[src/rtl/regfile_wr_arbiter.sv]
// Shares the register-file write port between the pipeline writeback (fixed priority)
// and a small ordered buffer of multi-cycle results, with a per-register pending scoreboard.
module regfile_wr_arbiter #(
    parameter int DEPTH = 4,
    parameter int AW    = 2
) (
    input  logic          clk,
    input  logic          rst_n,
    input  logic          pipe_we,
    input  logic [4:0]    pipe_dr,
    input  logic [31:0]   pipe_data,
    input  logic          mc_valid,
    output logic          mc_ready,
    input  logic [4:0]    mc_dr,
    input  logic [31:0]   mc_data,
    output logic          WReg,
    output logic [4:0]    DR,
    output logic [31:0]   Data_in,
    input  logic [4:0]    q1_reg,
    input  logic [4:0]    q2_reg,
    output logic          q1_busy,
    output logic          q2_busy,
    output logic [AW:0]   pend_cnt
);

    logic [DEPTH-1:0] valid_reg;
    logic [DEPTH-1:0] valid_next;
    logic [4:0]       dr_mem   [DEPTH];
    logic [31:0]      data_mem [DEPTH];
    logic [AW-1:0]    wr_ptr_reg;
    logic [AW-1:0]    rd_ptr_reg;
    logic [AW:0]      cnt_reg;
    logic [AW:0]      cnt_next;

    logic pipe_act;
    logic empty;
    logic pop;
    logic handshake;
    logic push;

    logic [DEPTH-1:0] squash;
    logic [DEPTH-1:0] hit1;
    logic [DEPTH-1:0] hit2;

    assign pipe_act  = pipe_we && (pipe_dr != 5'd0);
    assign empty     = (cnt_reg == '0);
    assign pop       = !pipe_act && !empty;
    assign mc_ready  = (cnt_reg != (AW+1)'(DEPTH));
    assign handshake = mc_valid && mc_ready;
    // Results to r0, or overwritten by a same-cycle younger pipeline write, are dropped.
    assign push      = handshake && (mc_dr != 5'd0) && !(pipe_act && (mc_dr == pipe_dr));
    assign pend_cnt  = cnt_reg;

    generate
        for (genvar gi = 0; gi < DEPTH; gi++) begin : g_entry
            assign squash[gi] = pipe_act && valid_reg[gi] && (dr_mem[gi] == pipe_dr);
            assign hit1[gi]   = valid_reg[gi] && (dr_mem[gi] == q1_reg);
            assign hit2[gi]   = valid_reg[gi] && (dr_mem[gi] == q2_reg);
        end
    endgenerate

    assign q1_busy = (q1_reg != 5'd0) && (|hit1);
    assign q2_busy = (q2_reg != 5'd0) && (|hit2);

    always_comb begin
        WReg    = 1'b0;
        DR      = 5'd0;
        Data_in = 32'd0;
        if (pipe_act) begin
            WReg    = 1'b1;
            DR      = pipe_dr;
            Data_in = pipe_data;
        end else if (!empty) begin
            // A squashed head still pops, just without a write.
            WReg    = valid_reg[rd_ptr_reg];
            DR      = dr_mem[rd_ptr_reg];
            Data_in = data_mem[rd_ptr_reg];
        end
    end

    always_comb begin
        valid_next = valid_reg & ~squash;
        if (pop) begin
            valid_next[rd_ptr_reg] = 1'b0;
        end
        if (push) begin
            valid_next[wr_ptr_reg] = 1'b1;
        end
    end

    always_comb begin
        cnt_next = cnt_reg;
        case ({push, pop})
            2'b10:   cnt_next = cnt_reg + 1'b1;
            2'b01:   cnt_next = cnt_reg - 1'b1;
            default: cnt_next = cnt_reg;
        endcase
    end

    always_ff @(posedge clk or negedge rst_n) begin
        if (!rst_n) begin
            valid_reg  <= '0;
            wr_ptr_reg <= '0;
            rd_ptr_reg <= '0;
            cnt_reg    <= '0;
        end else begin
            valid_reg <= valid_next;
            cnt_reg   <= cnt_next;
            if (push) begin
                wr_ptr_reg <= wr_ptr_reg + 1'b1;
            end
            if (pop) begin
                rd_ptr_reg <= rd_ptr_reg + 1'b1;
            end
        end
    end

    // Payload needs no reset: the valid bits and occupancy gate every use of it.
    always_ff @(posedge clk) begin
        if (push) begin
            dr_mem[wr_ptr_reg]   <= mc_dr;
            data_mem[wr_ptr_reg] <= mc_data;
        end
    end

endmodule

[config.mk]
export PLATFORM = sky130hd
export DESIGN_NAME = regfile_wr_arbiter
export DESIGN_NICKNAME = d
export VERILOG_FILES = /design/src/rtl/regfile_wr_arbiter.sv
export SDC_FILE = /design/constraint.sdc
export NUM_CORES = 1
export LEC_CHECK = 0
export BUFFER_PORTS_ARGS = -buffer_cell sky130_fd_sc_hd__buf_2
export CAP_MARGIN = 30
export CORE_MARGIN = 5
export CORE_UTILIZATION = 55
export CTS_CLUSTER_DIAMETER = 80
export DETAILED_ROUTE_END_ITERATION = 12
export PLACE_DENSITY = 0.77
export SETUP_SLACK_MARGIN = 0.05
export SYNTH_ARGS = -nofsm -noshare
export SYNTH_HDL_FRONTEND = slang
export SYNTH_SLANG_ARGS = --single-unit
[constraint.sdc]
create_clock -name clk -period 5.99 [get_ports clk]
set_clock_uncertainty 0.05 [all_clocks]
set_input_delay 0.8985 -clock clk [delete_from_list [all_inputs] [get_ports clk]]
set_output_delay 0.8985 -clock clk [all_outputs]
set_load 0.05 [all_outputs]
# After elaboration in Yosys (flattened, before gate mapping)

Memory sizes are Yosys's and may differ from the RTL's.
Cells that the tools add are included.

Reduce and logical (&&, ||, !) cells: 37
Shifts and indexed selects: 0
Add/sub/neg operators: 4
Mux-type cells: 17
Div/mod/pow operators: 0
$lt $le $gt $ge: 4
Equal/unequal tests: 16
Bitwise operators: 5
Multipliers: 0

Operators by type and width:

| operator                                                   | count |
|---|---|
| == test 5 bit                                              | 13 |
| 2-to-1 mux 32 bit                                          | 2 |
| logical AND 1 bit                                          | 26 |
| nonzero test 5 bit                                         | 4 |
| 2-to-1 mux 5 bit                                           | 2 |
| bitwise AND 4 bit                                          | 2 |
| 2-to-1 mux 4 bit                                           | 2 |
| NOT 4 bit                                                  | 2 |
| OR reduction 4 bit                                         | 2 |
| 2-to-1 mux 1 bit                                           | 7 |
| less-than comparator 2 x 3 -> 1 bit, second input constant | 2 |
| one-hot mux 3 bit (2 select lines)                         | 1 |
| adder 2 x 1 -> 2 bit, second input constant                | 2 |
| demux 1 bit (select 2 bit)                                 | 2 |
| >= comparator 2 x 1 -> 1 bit, second input constant        | 2 |
| OR 4 bit                                                   | 1 |
| adder 3 x 1 -> 3 bit, second input constant                | 1 |
| logical NOT 1 bit                                          | 3 |
| logical NOT 3 bit                                          | 1 |
| != test 3 bit, second input constant                       | 1 |
| subtractor 3 x 1 -> 3 bit, second input constant           | 1 |
| binary-select mux 1 bit (select 2 bit)                     | 1 |
| == test 2 x 1 -> 1 bit, second input constant              | 1 |
| == test 2 bit, second input constant                       | 1 |
| nonzero test 2 bit                                         | 1 |

Output and inout bits: 44
Memories: 2
Memory bits (read-only): 0
Input port bits: 88
Logic and storage cells: 89
Latch bits: 0
Memory bits (writable): 148
Register bits: 11

Memories:

| memory   | depth | width | rd ports | clocked after Yosys merged registers in | write ports | line | RTL |
|---|---|---|---|---|---|---|---|
| data_mem | 4     | 32    | 1        | 0                                       | 1           | 29   | `logic [31:0] data_mem [DEPTH];` |
| dr_mem   | 4     | 5     | 5        | 0                                       | 1           | 28   | `logic [4:0] dr_mem [DEPTH];` |

# Logic depth before layout (Yosys ltp)

Depth in word-level cells: 10
Depth in mapped cells: 13
Depth with buffers taken out: 11

# Worst setup path before layout

Ideal clock, no wire load.

Path kind: input to register
Start: input port pipe_dr[2]
End: memory data_mem[0][0], enable pin
Stages on the path: 6
Path buffers: 2
Arrival: 3.029 ns
Library setup time: 0.398 ns
Data required time: 5.542 ns
Setup slack: 2.513 ns
Path through: buf_2 or4_4 o21a_4 a21oi_2 buf_4 and2_1

Longest elaborated chain between the ends: 7
Elaborated cells on any way between the ends: 8
Those cells by class: eq/ne: 1; mux: 2; reduce/logical: 5

RTL lines:

| item                                       | line | RTL |
|---|---|---|
| start, declared                            | 10   | `input logic [4:0] pipe_dr,` |
| nonzero test 5 bit                         | 45   | `assign pipe_act = pipe_we && (pipe_dr != 5'd0);` |
| logical AND 1 bit                          | 45   |  |
| logical AND 1 bit (*)                      | 51   | `assign push = handshake && (mc_dr != 5'd0) && !(pipe_act && (mc_dr == pipe_dr));` |
| logical NOT 1 bit (*)                      | 51   |  |
| logical AND 1 bit (*)                      | 51   |  |
| 2-to-1 mux 1 bit (*)                       | 120  | `if (push) begin` |
| 2-to-1 mux 1 bit (not written as such) (*) | 122  | `data_mem[wr_ptr_reg] <= mc_data;` |
| end, declared                              | 29   |  |

Mark *: on every way between the ends. The rest lies on a longest branch, timed or not.

# Worst setup path in the final report

Start: input port pipe_dr[1]
End: output port Data_in[11]

Longest elaborated chain between the ends: 3

RTL lines:

| item               | line | RTL |
|---|---|---|
| nonzero test 5 bit | 45   |  |
| logical AND 1 bit  | 45   |  |
| 2-to-1 mux 32 bit  | 69   | `if (pipe_act) begin` |
| end, declared      | 18   | `output logic [31:0] Data_in,` |

Every way passes these cells.

==> impl_results.md <==
- Top cells by count, synth: edfxtp_1, xor2_1, mux4_2
- Mux cell area share after synthesis: 0.121
- N_diodes: 0
- DP HPWL: around 11000 µm
- Core Util, Final: 0.662
- Distinct cell type count after synthesis: 33
- CTS root buf: clkbuf_16
- Clock Pin Slew Worst Setup and Hold Paths: approximately 0.060 ns
- Final WL: 16500 µm
- Post-synth EDFFs: about 150
- Post-Synth Adder-Cell Area: 0.0183
- RSZ-0062 raised after global routing: no
- DRC: 0
- FMAX: 242 MHz
- Max_cap viols: 0
- Post-route setup TNS: 0 ns
- DRT iter0 DRCs: around 250
- Worst-case reg-to-reg path depth: 8
- Via density: between 5 and 6
- Max reg flops: around 130
- CP cell instances: buf_2 > or4_4 > o21a_4 > nor2_8 > a22o_1 > buf_2
- Post-cts repair resize count: 0
- Post-route ant nets: 0
- Syn-to-layout area delta: 19.4%
- Top cells by area, synth: edfxtp_1, mux4_2, xor2_1, a22o_1, dfrtp_1
- Final Hold Slack: between 0.2 and 0.3 ns
- Setup bufs post-CTS: 0
- Fin nets: 635
- Ys Warns: 0
- GRT Overall Usage: 0.220
- CTS tree: built
- Die ar.: 15600 µm²
- CTS Buffer Depth: 2
- Final setup margin: around 1.9 ns
- Simple-gate share of the synthesized area: 0.0388
- Slowest-stage cell, CP: nor2_8
- Dpl ws: approximately 1.9 ns
- I/O Buffers: roughly 130
- Status: finished clean
- Synth area leader: edfxtp_1
- Startpoint types: input pin
- Slew @ Worst Pin: around 0.76 ns
- Starting density of the core: 0.554
- Syn Area/Cell: ~18 µm²
- Compound-cell area share of the yosys netlist: 0.0573
- Clock net sink count: 159
- CTS buffer count: 17
- Post-synthesis xor/xnor area fraction: 0.0846
- Top_reg_cell synth: edfxtp_1
- Share of cells above drive strength 1: 0.393
- Critical Path RT: just over 5 ns
- Leakage power: between 3 and 4 nW
- Sequential fraction of the synthesis area: 0.651
- Number of global-route vias before repair: 4600
- PwrDens: between 400 and 500 nW/µm²
- Arrival time worst endpoint: between 3 and 4 ns
- Endpoint class of the critical path: output port
- Worst skew pair latency: ~0.42 ns
- Final min period: 4.14 ns
- Register bit total from synthesis: between 150 and 200
- Synth async-reset ratio: 0.0692
- Initial antenna violation count: 1
- Crit path top cell by count: buf_2
- First-pass GRT wire length: about 26000 µm
- Tcrit/Tclk final: 0.691
- IO Pins: about 130
- Core area: 13100 µm²
- Worst setup path class: input pin to output port
- Die W: ~120 µm
- Relative slew slack: 0.495
- Largest family of logic cells by synthesized area: multiplexers
- Hold-fix buffers, CTS: 0
- Via count: roughly 4200
- Hold Path Class: input pin to async pin
- Die Ht: between 100 and 150 µm
- Final hold violation count: 0
- Routability cong.: 0.894
- First drt pass iteration count: 4
- Congestion Overflow GR: 0
- Post-synth top area share: 0.613
- Setup violations, final: 0
- CP max FO: 45
- Worst VDD drop: 0.315 mV
- H-tree depth: 4
- Largest net degree at the start of global routing: 46
- Cells after Synth: slightly above 400
- Num rows: 42
- Routed WL per cell: approximately 23 µm
- Slew Viols, Final: 0
- Most common cell in the synthesized netlist: edfxtp_1
- Post-synthesis cell area: about 7300 µm²
- CP peak stage delay: ~0.64 ns
- Mapped Nets: roughly 510
-- cells by family after synthesis --
logic type,count (synthesis)
buffers and inverters,40
adder cells (fa/ha/maj),10
flip-flops,159
AND/OR/NAND/NOR,47
AO/OA/AOI/OAI,47
multiplexers,40
XOR/XNOR,70
-- layout by cell type, fill, tap and decap left out, types with 2 or more instances in the layout --
cell type,count
clkinvlp_4,6
buf_12,4
mux4_2,38
nand4_1,6
and2_2,4
dfrtp_1,9
nor4_1,8
inv_6,2
inv_8,2
buf_2,131
nand2_1,5
bufinv_16,2
inv_1,8
nand3_1,10
xor2_1,48
clkbuf_16,17
a32o_1,4
nor3_1,6
a22o_1,37
dfrtp_2,2
edfxtp_1,148
ha_1,9
nand2b_1,2
or4_1,3
o21a_1,2
xnor2_1,22
-- through the flow --
step / std cells / total power [mW] / cell area, µm²
6_report: 726 / 4.21 / 8660
2_1_floorplan: 413 / 2.77 / 7250
3_5_place_dp: 694 / 3.19 / 8070
5_1_grt: 726 / 4.41 / 8660
3_3_place_gp: 689 / 3.11 / 7960
4_1_cts: 726 / 4.25 / 8660
-- critical path, delay by kind of cell --
kind / cells / cell delay [ns]
simple gates: 2 / 1.18
buf+inv: 2 / 0.44
compound gates: 2 / 0.62
-- where the power goes --
part / internal (mW) / switching, mW / leakage (nW)
Sequential: 1.47 / 0.171 / 1.48
Combinational: 0.589 / 0.924 / 1.43
Clock: 0.619 / 0.438 / 0.269
-- area by class of cell --
class	instances	area, µm²
Fill cell	921	4430
Clock inverter	15	163
Multi-Input combinational cell	214	2320
Sequential cell	159	4720
Clock buffer	17	425
Tap cell	176	220
Timing Repair Buffer	137	771
Inverter	8	30.0
-- layer usage --
layer / GRT usage / share of wire / wire (µm) / vias to the layer above
met5: 0 / 0.00079 / 13 / -
met4: 0.0784 / 0.021 / 351 / 2
met1: 0.268 / 0.39 / 6460 / 2128
met2: 0.380 / 0.52 / 8490 / 160
met3: 0.0570 / 0.069 / 1140 / 28
li1: - / - / - / 1885
-- final timing paths --
kind	from	endpoint	slack, ns
min in group clk	pend_cnt[2]$_DFFE_PN0P_	pend_cnt[2]$_DFFE_PN0P_	0.48
max reg2reg	pend_cnt[0]$_DFFE_PN0P_	pend_cnt[2]$_DFFE_PN0P_	3.54
min reg2reg	pend_cnt[2]$_DFFE_PN0P_	pend_cnt[2]$_DFFE_PN0P_	0.48
max in group asynchronous	rst_n	rd_ptr_reg[1]$_DFFE_PN0N_	5.35
min	rst_n	pend_cnt[1]$_DFFE_PN0P_	0.30
max	pipe_dr[1]	Data_in[11]	1.85
Power figures use the tool's default switching activity.
